==> src/rtl/pc_pkg.sv <==
// Shared constants and types for the program counter.
// Default address width, reset vector and sequential step live here so that
// the top and the incrementer agree on them.
package pc_pkg;

    localparam int PC_ADDR_W = 16;
    localparam logic [PC_ADDR_W-1:0] PC_RESET_ADDR = 16'h0000;
    // Instructions are 16-bit words in byte-addressed memory.
    localparam int PC_INC_STEP = 2;

    typedef logic [PC_ADDR_W-1:0] addr_t;

endpackage

==> src/rtl/pc_incrementer.sv <==
// Combinational PC + step adder. The sum is truncated to the address width,
// so the top of memory wraps back to address zero.
module pc_incrementer
    import pc_pkg::*;
#(
    parameter int ADDR_W   = PC_ADDR_W,
    parameter int INC_STEP = PC_INC_STEP
) (
    input  logic [ADDR_W-1:0] pc_i,
    output logic [ADDR_W-1:0] sum_o
);

    // Wrapping add; carry out of the top bit is discarded.
    always_comb begin
        sum_o = pc_i + ADDR_W'(INC_STEP);
    end

endmodule

==> src/rtl/program_counter.sv <==
// Program counter: holds the current instruction address.
// Update priority per rising edge: reset, then load (pcWrite), then
// increment (pcInc), otherwise hold. outputAddress comes straight from the
// register, so there is no combinational path from inputAddress.
// Optional feature macro: PC_ALIGN_CHECK_EN adds a registered misalignFault
// output flagging a load of an address that is not a multiple of INC_STEP.
module program_counter
    import pc_pkg::*;
#(
    parameter int                ADDR_W     = PC_ADDR_W,
    parameter logic [ADDR_W-1:0] RESET_ADDR = PC_RESET_ADDR,
    parameter int                INC_STEP   = PC_INC_STEP
) (
    input  logic              clock,
    input  logic              reset,
    input  logic              pcWrite,
    input  logic              pcInc,
    input  logic [ADDR_W-1:0] inputAddress,
`ifdef PC_ALIGN_CHECK_EN
    output logic              misalignFault,
`endif
    output logic [ADDR_W-1:0] outputAddress,
    output logic [ADDR_W-1:0] nextSeqAddress
);

    logic [ADDR_W-1:0] pc_q;
    logic [ADDR_W-1:0] pc_d;
    logic [ADDR_W-1:0] pc_plus_step;

    // One adder serves both the increment path and nextSeqAddress.
    pc_incrementer #(
        .ADDR_W   (ADDR_W),
        .INC_STEP (INC_STEP)
    ) u_incrementer (
        .pc_i  (pc_q),
        .sum_o (pc_plus_step)
    );

    // Next PC: load beats increment; reset is handled in the register so an
    // unknown pcWrite/pcInc during reset cannot reach pc_q.
    always_comb begin
        pc_d = pc_q;
        if (pcWrite) begin
            pc_d = inputAddress;
        end else if (pcInc) begin
            pc_d = pc_plus_step;
        end
    end

    // PC register with synchronous active-high reset.
    always_ff @(posedge clock) begin
        if (reset) begin
            pc_q <= RESET_ADDR;
        end else begin
            pc_q <= pc_d;
        end
    end

    assign outputAddress  = pc_q;
    assign nextSeqAddress = pc_plus_step;

`ifdef PC_ALIGN_CHECK_EN
    logic fault_q;
    logic fault_d;

    // Fault follows the most recent PC update: a load sets it from the
    // target's alignment, an increment clears it, a hold keeps it.
    always_comb begin
        fault_d = fault_q;
        if (pcWrite) begin
            fault_d = ((inputAddress % ADDR_W'(INC_STEP)) != '0);
        end else if (pcInc) begin
            fault_d = 1'b0;
        end
    end

    // Fault register, cleared by reset.
    always_ff @(posedge clock) begin
        if (reset) begin
            fault_q <= 1'b0;
        end else begin
            fault_q <= fault_d;
        end
    end

    assign misalignFault = fault_q;
`endif

endmodule

==> config.mk <==
export PLATFORM = sky130hd
export DESIGN_NAME = program_counter
export DESIGN_NICKNAME = d
export VERILOG_FILES = /design/src/rtl/pc_pkg.sv /design/src/rtl/pc_incrementer.sv /design/src/rtl/program_counter.sv
export SDC_FILE = /design/constraint.sdc
export NUM_CORES = 1
export LEC_CHECK = 0
export ABC_AREA = 1
export CAP_MARGIN = 20
export CORE_ASPECT_RATIO = 2
export CORE_MARGIN = 2
export CORE_UTILIZATION = 39
export CTS_CLUSTER_SIZE = 14
export DETAILED_ROUTE_END_ITERATION = 10
export PLACE_DENSITY = 0.81
export REMOVE_ABC_BUFFERS = 1
export SYNTH_ARGS = -nofsm -noshare
export SYNTH_HDL_FRONTEND = slang
export SYNTH_SLANG_ARGS = --single-unit
export TNS_END_PERCENT = 20
==> constraint.sdc <==
create_clock -name clock -period 1.8 [get_ports clock]
set_clock_uncertainty 0.05 [all_clocks]
set_input_delay 0.18 -clock clock [delete_from_list [all_inputs] [get_ports clock]]
set_output_delay 0.18 -clock clock [all_outputs]
set_load 0.1 [all_outputs]
==> results of run 1 <==
## Yosys cell counts (3+ instances only)
master    n  area (um2)
dfxtp_1  16       320.3
and2_1    3       18.77
nand4_1   5       31.28
nand2_2   4       25.02
a31oi_1   3       18.77
nand2_1  41       153.9
nand3_1   7       35.03
a22oi_1  10       75.07
inv_1    11       41.29
a21oi_1  10       50.05
nor2_2    6       37.54
nor2_1    5       18.77
buf_2     3       15.01
## layout make-up
cell class	count	share of cell area, %
timing repair buffer	66	42.23
multi-input combinational	109	34.95
sequential	16	16.25
clock buffer	4	2.628
inverter	12	2.270
tap	28	1.673
## worst paths after layout
kind | from | slack [ns] | to | cells after the start
max reg2reg | outputAddress[2] | 0.31 | outputAddress[5] | 5
min | inputAddress[0] | 0.44 | outputAddress[0] | 3
max | outputAddress[2] | -0.007 | nextSeqAddress[15] | 7
min reg2reg | outputAddress[0] | 0.45 | outputAddress[0] | 2
## metrics by stage
| step | setup TNS [ns] | instances | hold WS, ns | setup WS [ns] |
|---|---|---|---|---|
| after CTS | -0.07086 | 233 | 0.4426 | -0.03609 |
| final | -0.006778 | 235 | 0.4432 | -0.006778 |
| after global routing | -0.2438 | 235 | 0.4716 | -0.06394 |
| after global placement | 0 | 229 | 0.4168 | 0.1820 |
| after detailed placement | 0 | 229 | 0.4314 | 0.1313 |
| after floorplan | -27.70 | 137 | 0.1924 | -1.727 |
## timing repair
action	in CTS	in global routing
endpoints found under the hold margin	0	0
gates resized for setup	11	28
hold buffers	0	0
buffers inserted	0	2
setup endpoints to repair	10	9
pin swaps	0	4
## report_power, final
part	internal, mW	switching [mW]
logic	0.255	0.453
registers	0.377	0.0343
clock network	0.195	0.136
total	0.826	0.623
## worst min-delay path, stage by stage
cell and delay (ns):
clkdlybuf4s50_1 0.40, nand2_1 0.06, a21oi_1 0.06
## metal layers
layer | part of all wire, % | up-vias
li1 | - | 607
met1 | 31 | 634
met2 | 57 | 90
met3 | 5.7 | 28
met4 | 6.3 | 0
met5 | 0 | -
## kinds of logic after synthesis
| family | after synthesis | synth area share, % |
|---|---|---|
| buf+inv | 19 | 7.692 |
| compound gates | 28 | 18.44 |
| fa+ha+maj | 1 | 1.221 |
| simple gates | 73 | 33.21 |
| xor+xnor | 7 | 8.182 |
| flops | 16 | 31.26 |
==> key figures, run 1 <==
Layout
  – Total area of multi-input combinational cells: 732.0 um2
  – Sequential cell area: 340.3 um2
  – End-of-flow core utilization: 82.54%
  – Fraction of final layout cells with drive strength greater than 1: 45.89%
  – Number of antenna diodes: 0
  – Nets: 229
  – Layout overhead on the synthesized area: 104.4%
  – Largest register FFs: 16
  – Fill cells: 133
  – Post-Layout Inst Area: 2095 um2
  – Most frequent standard cell in the layout excluding fill and tap cells: nand2_1
  – Commonest cells after routing, fill and taps aside: nand2_1, buf_12, clkdlybuf4s50_1, buf_4

Drt
  – Number of iterations in the first detailed-routing pass: 5
  – Count of unresolved DRC violations after routing: 0
  – Vias per inst: 5.783
  – Total vias in the final route: 1359
  – Violation count after the first detailed-routing iteration: 58
  – Routed Wire Length: 4528 um
  – Antenna-violating nets left: 0
  – Detailed-route wire length per cell: 19.27 um

Critical path
  – Arrival time of data at the critical path endpoint: 1.58 ns
  – Crit path max-delay cell type: dfxtp_4
  – Endpoint kind of the worst setup timing path: output port
  – Family with the most delay on the worst path: simple AND/OR/NAND/NOR gates
  – Required time reported for the critical path endpoint: 1.57 ns
  – Cells traversed along the worst timing path: ha_4, nand3_4, nor2_4, nand3_2, nand2_2, nand2_2, buf_12
  – Worst path bufs/invs: 1
  – Critical Path Most Common Cell: nand2_2
  – Worst-path fanout max: 4
  – Slowest cell delay on critical path: 0.39 ns
  – Critical path start-end classification: register to output port
  – Startpoint type of the worst setup path: register

Floorplanning
  – Initial core utilization: 40.38%
  – Horiz. Die Dim: 40.25 um
  – Count of pins on the block boundary: 52
  – Placeable core area: 2537 um2
  – Number of cell rows: 26
  – Die height: 76.49 um
  – Overall die area: 3078 um2

Synth
  – Share of synthesized area occupied by flip-flops and latches: 31.26%
  – Total of flip-flops plus latches after synthesis: 16
  – Number of flops mapped to enable cells by yosys: 0
  – Yosys synthesis warning count: 0
  – Async S/R FF share, synth: 0%
  – Post-synthesis instance area: 1025 um2
  – Number of unique standard cell types used by synthesis: 27
  – Mean post-synth cell area: 7.116 um2
  – Ys flop type: dfxtp_1
  – Number of instances in the synthesized netlist: 144

Timing
  – Headroom to the max-slew limit: 65.45%
  – Unrepaired setup endpoints after global routing: true
  – Setup Viol. Count Final: 1
  – Worst-margin pin slew: 0.5177 ns
  – Final setup margin: -0.006778 ns
  – Number of pins with negative max-slew slack in the final report: 0
  – Fmax: 553.5 MHz
  – Final period util: 100.4%
  – Final-report hold violation count: 0
  – Final critical delay including setup and external delays: 1.807 ns

Global routing
  – Wire length of the first global-routing pass: 6444 um
  – Total routing resource utilization after global routing: 29.91%
  – Via count of the first global-routing pass: 1402
  – Largest net degree at the start of global routing: 16
  – Antenna violations before repair: 0
  – Remaining global-route overflow: 0
  – Busiest layer in global routing: met2
  – GR Util met1: 27.52%
  – Met2 usage: 51.29%
  – Global Route met3 Usage: 7.872%

Clock network
  – CTS tree: built
  – Count of H-tree levels built during CTS: 1
  – Buffers from clock root to sink, at most: 2
  – Clock buffer count from CTS: 3
  – Clock-pin slew on the worst setup and hold paths: 0.07 ns
  – Buffer type at the clock tree root: clkbuf_8
  – Clock sinks: 16
  – Clock latency reported for the late side of the worst-skew pair: 0.26 ns

Power
  – Leak: 0.8542 nW
  – Pwr/cell area: 691.9 nW/um2
  – Overall Power: 1.449 mW
  – Worst vdd rail ir drop: 639.1 uV

Place
  – Placer congestion estimate: 0.8379
  – Post-detail-place hpwl: 2765 um
  – Area post-placement: 1892 um2
  – Port Buffers: 51

Job
  – Max-cap violations: 0

Outcome
  – Result of the run: finished with violations
  – Violations in the final reports: negative setup slack

Min path
  – Type of the tightest min-delay check: primary input to register
Note: power is estimated with default switching activity, not from simulation.
==> inputs of run 2 (changes only) <==
--- a/config.mk
+++ b/config.mk
@@ -10,10 +10,12 @@
 export CORE_ASPECT_RATIO = 2
 export CORE_MARGIN = 2
 export CORE_UTILIZATION = 39
-export CTS_CLUSTER_SIZE = 14
+export CTS_CLUSTER_SIZE = 24
 export DETAILED_ROUTE_END_ITERATION = 10
 export PLACE_DENSITY = 0.81
 export REMOVE_ABC_BUFFERS = 1
+export SKIP_CTS_REPAIR_TIMING = 1
+export SKIP_LAST_GASP = 1
 export SYNTH_ARGS = -nofsm -noshare
 export SYNTH_HDL_FRONTEND = slang
 export SYNTH_SLANG_ARGS = --single-unit
==> run 2 against run 1 <==
Compared with the run above:
- the run still ends with negative setup slack left
- die area stayed put
- hold slack worse by 0.0037 ns
- setup slack worse by 0.049 ns
- global-route usage shrank 3.8 points
- cell count shrank 0.43%
- critical path depth is 1 lower
- highest routed layer unchanged
- count of clock-buffer cells in the layout did not move
- non-clock buffer count fell by 1
- wire length shrank 7.4%
- clock power grew 2%
==> key figures, run 2 (synthesis results as in run 1) <==
Power
  – Leak: 0.8327 nW
  – Power share of the clock group: 23.3%
  – Internal power component: 0.8243 mW
  – Sequential fraction of design power: 28.2%
  – Worst vdd rail ir drop: 560.8 uV
  – Overall Power: 1.450 mW
  – Part of the power in combinational logic: 48.4%
  – Pwr/cell area: 703.4 nW/um2
  – Net switching power: 0.6252 mW
  – Net Sw Frac: 43.13%

Layout
  – Fraction of final layout cells with drive strength greater than 1: 43.20%
  – Most frequent standard cell in the layout excluding fill and tap cells: nand2_1
  – Commonest cells after routing, fill and taps aside: nand2_1, buf_12, clkdlybuf4s50_1
  – Number of antenna diodes: 0
  – Post-Layout Inst Area: 2061 um2
  – Nets: 228
  – Layout overhead on the synthesized area: 101.1%
  – Largest register FFs: 16
  – Count of placed standard cells in the final layout, fillers left out: 234

Floorplanning
  – Placeable core area: 2537 um2
  – Overall die area: 3078 um2
  – Initial core utilization: 40.38%
  – Count of pins on the block boundary: 52
  – Number of cell rows: 26
  – Horiz. Die Dim: 40.25 um
  – Die height: 76.49 um

Drt
  – Vias per inst: 5.543
  – Detailed-route wire length per cell: 17.93 um
  – Routed Wire Length: 4195 um
  – Violation count after the first detailed-routing iteration: 60
  – Number of iterations in the first detailed-routing pass: 4
  – Count of unresolved DRC violations after routing: 0
  – Antenna-violating nets left: 0
  – Total vias in the final route: 1297

Timing
  – Fmax: 538.9 MHz
  – Final period util: 103.1%
  – Final critical delay including setup and external delays: 1.855 ns
  – Number of pins with negative max-slew slack in the final report: 0
  – Final-report hold violation count: 0
  – Setup Viol. Count Final: 1
  – Worst-margin pin slew: 0.5098 ns
  – Final setup margin: -0.05547 ns
  – Final setup TNS: -0.05547 ns
  – Unrepaired setup endpoints after global routing: true
  – Headroom to the max-slew limit: 65.98%

Place
  – Post-detail-place hpwl: 2765 um
  – Area post-placement: 1892 um2
  – Placer congestion estimate: 0.8379
  – Placed insts: 229
  – Port Buffers: 51

Clock network
  – Count of H-tree levels built during CTS: 1
  – CTS tree: built
  – Clock latency reported for the late side of the worst-skew pair: 0.26 ns
  – Clock sinks: 16
  – Clock-pin slew on the worst setup and hold paths: 0.07 ns
  – Buffers from clock root to sink, at most: 2
  – Buffer type at the clock tree root: clkbuf_8
  – Clock buffer count from CTS: 3

Global routing
  – Largest net degree at the start of global routing: 16
  – Remaining global-route overflow: 0
  – Wire length of the first global-routing pass: 5796 um
  – Via count of the first global-routing pass: 1350
  – Total routing resource utilization after global routing: 26.13%
  – Antenna violations before repair: 0

Critical path
  – Arrival time of data at the critical path endpoint: 1.63 ns
  – Endpoint kind of the worst setup timing path: output port
  – Startpoint type of the worst setup path: register
  – Worst-path fanout max: 3
  – Required time reported for the critical path endpoint: 1.57 ns
  – Critical path start-end classification: register to output port

Min path
  – Type of the tightest min-delay check: primary input to register

Job
  – Max-cap violations: 0

Outcome
  – Result of the run: finished with violations
  – Violations in the final reports: negative setup slack
==> run 2: final timing paths <==
kind	start	to	slack [ns]	depth (start not counted)
max	outputAddress[6]	nextSeqAddress[14]	-0.06	6
min	inputAddress[0]	outputAddress[0]	0.44	3
max reg2reg	outputAddress[6]	outputAddress[14]	0.27	7
min reg2reg	outputAddress[0]	outputAddress[0]	0.47	2
==> run 2: per-layer routing <==
| metal | part of all wire [%] | vias to the layer above | GRT usage, % | routed length [um] |
|---|---|---|---|---|
| li1 | - | 602 | - | - |
| met2 | 60 | 64 | 46.13 | 2505 |
| met3 | 5.1 | 19 | 5.539 | 212 |
| met1 | 31 | 612 | 25.32 | 1288 |
| met5 | 0 | - | 0 | 0 |
| met4 | 4.5 | 0 | 13.67 | 187 |
==> run 2: worst max-delay path, cell delays in order (launching register included) <==
cell,delay (ns)
dfxtp_1,0.39
nand2_1,0.14
nor2_1,0.28
nand3_1,0.18
nand2_1,0.09
nand2_1,0.10
buf_12,0.19
==> run 2: final cells by class <==
class	instances	area [um2]
Timing Repair Buffer	65	877.1
Multi-Input combinational cell	109	706.9
Fill cell	143	476.7
Sequential cell	16	339.1
Clock buffer	4	55.05
Inverter	12	47.55
Tap cell	28	35.03
==> run 2: power by group through the flow <==
| stage | Clock (mW) | Combinational [mW] | Sequential [mW] |
|---|---|---|---|
| floorplan | 0 | 0.235 | 0.570 |
| global placement | 0 | 0.671 | 0.409 |
| detailed placement | 0 | 0.680 | 0.410 |
| CTS | 0.329 | 0.682 | 0.403 |
| global route | 0.355 | 0.722 | 0.411 |
| finish | 0.338 | 0.702 | 0.409 |
==> run 2: through the flow <==
| step | setup WS (ns) | hold WS, ns | util [%] |
|---|---|---|---|
| final | -0.05547 | 0.4394 | 81.21 |
| after global routing | -0.06961 | 0.4806 | 81.21 |
| after CTS | -0.1682 | 0.4426 | 76.73 |
| after detailed placement | 0.1313 | 0.4314 | 74.56 |
| after global placement | 0.1820 | 0.4168 | 74.56 |
| after floorplan | -1.727 | 0.1924 | - |
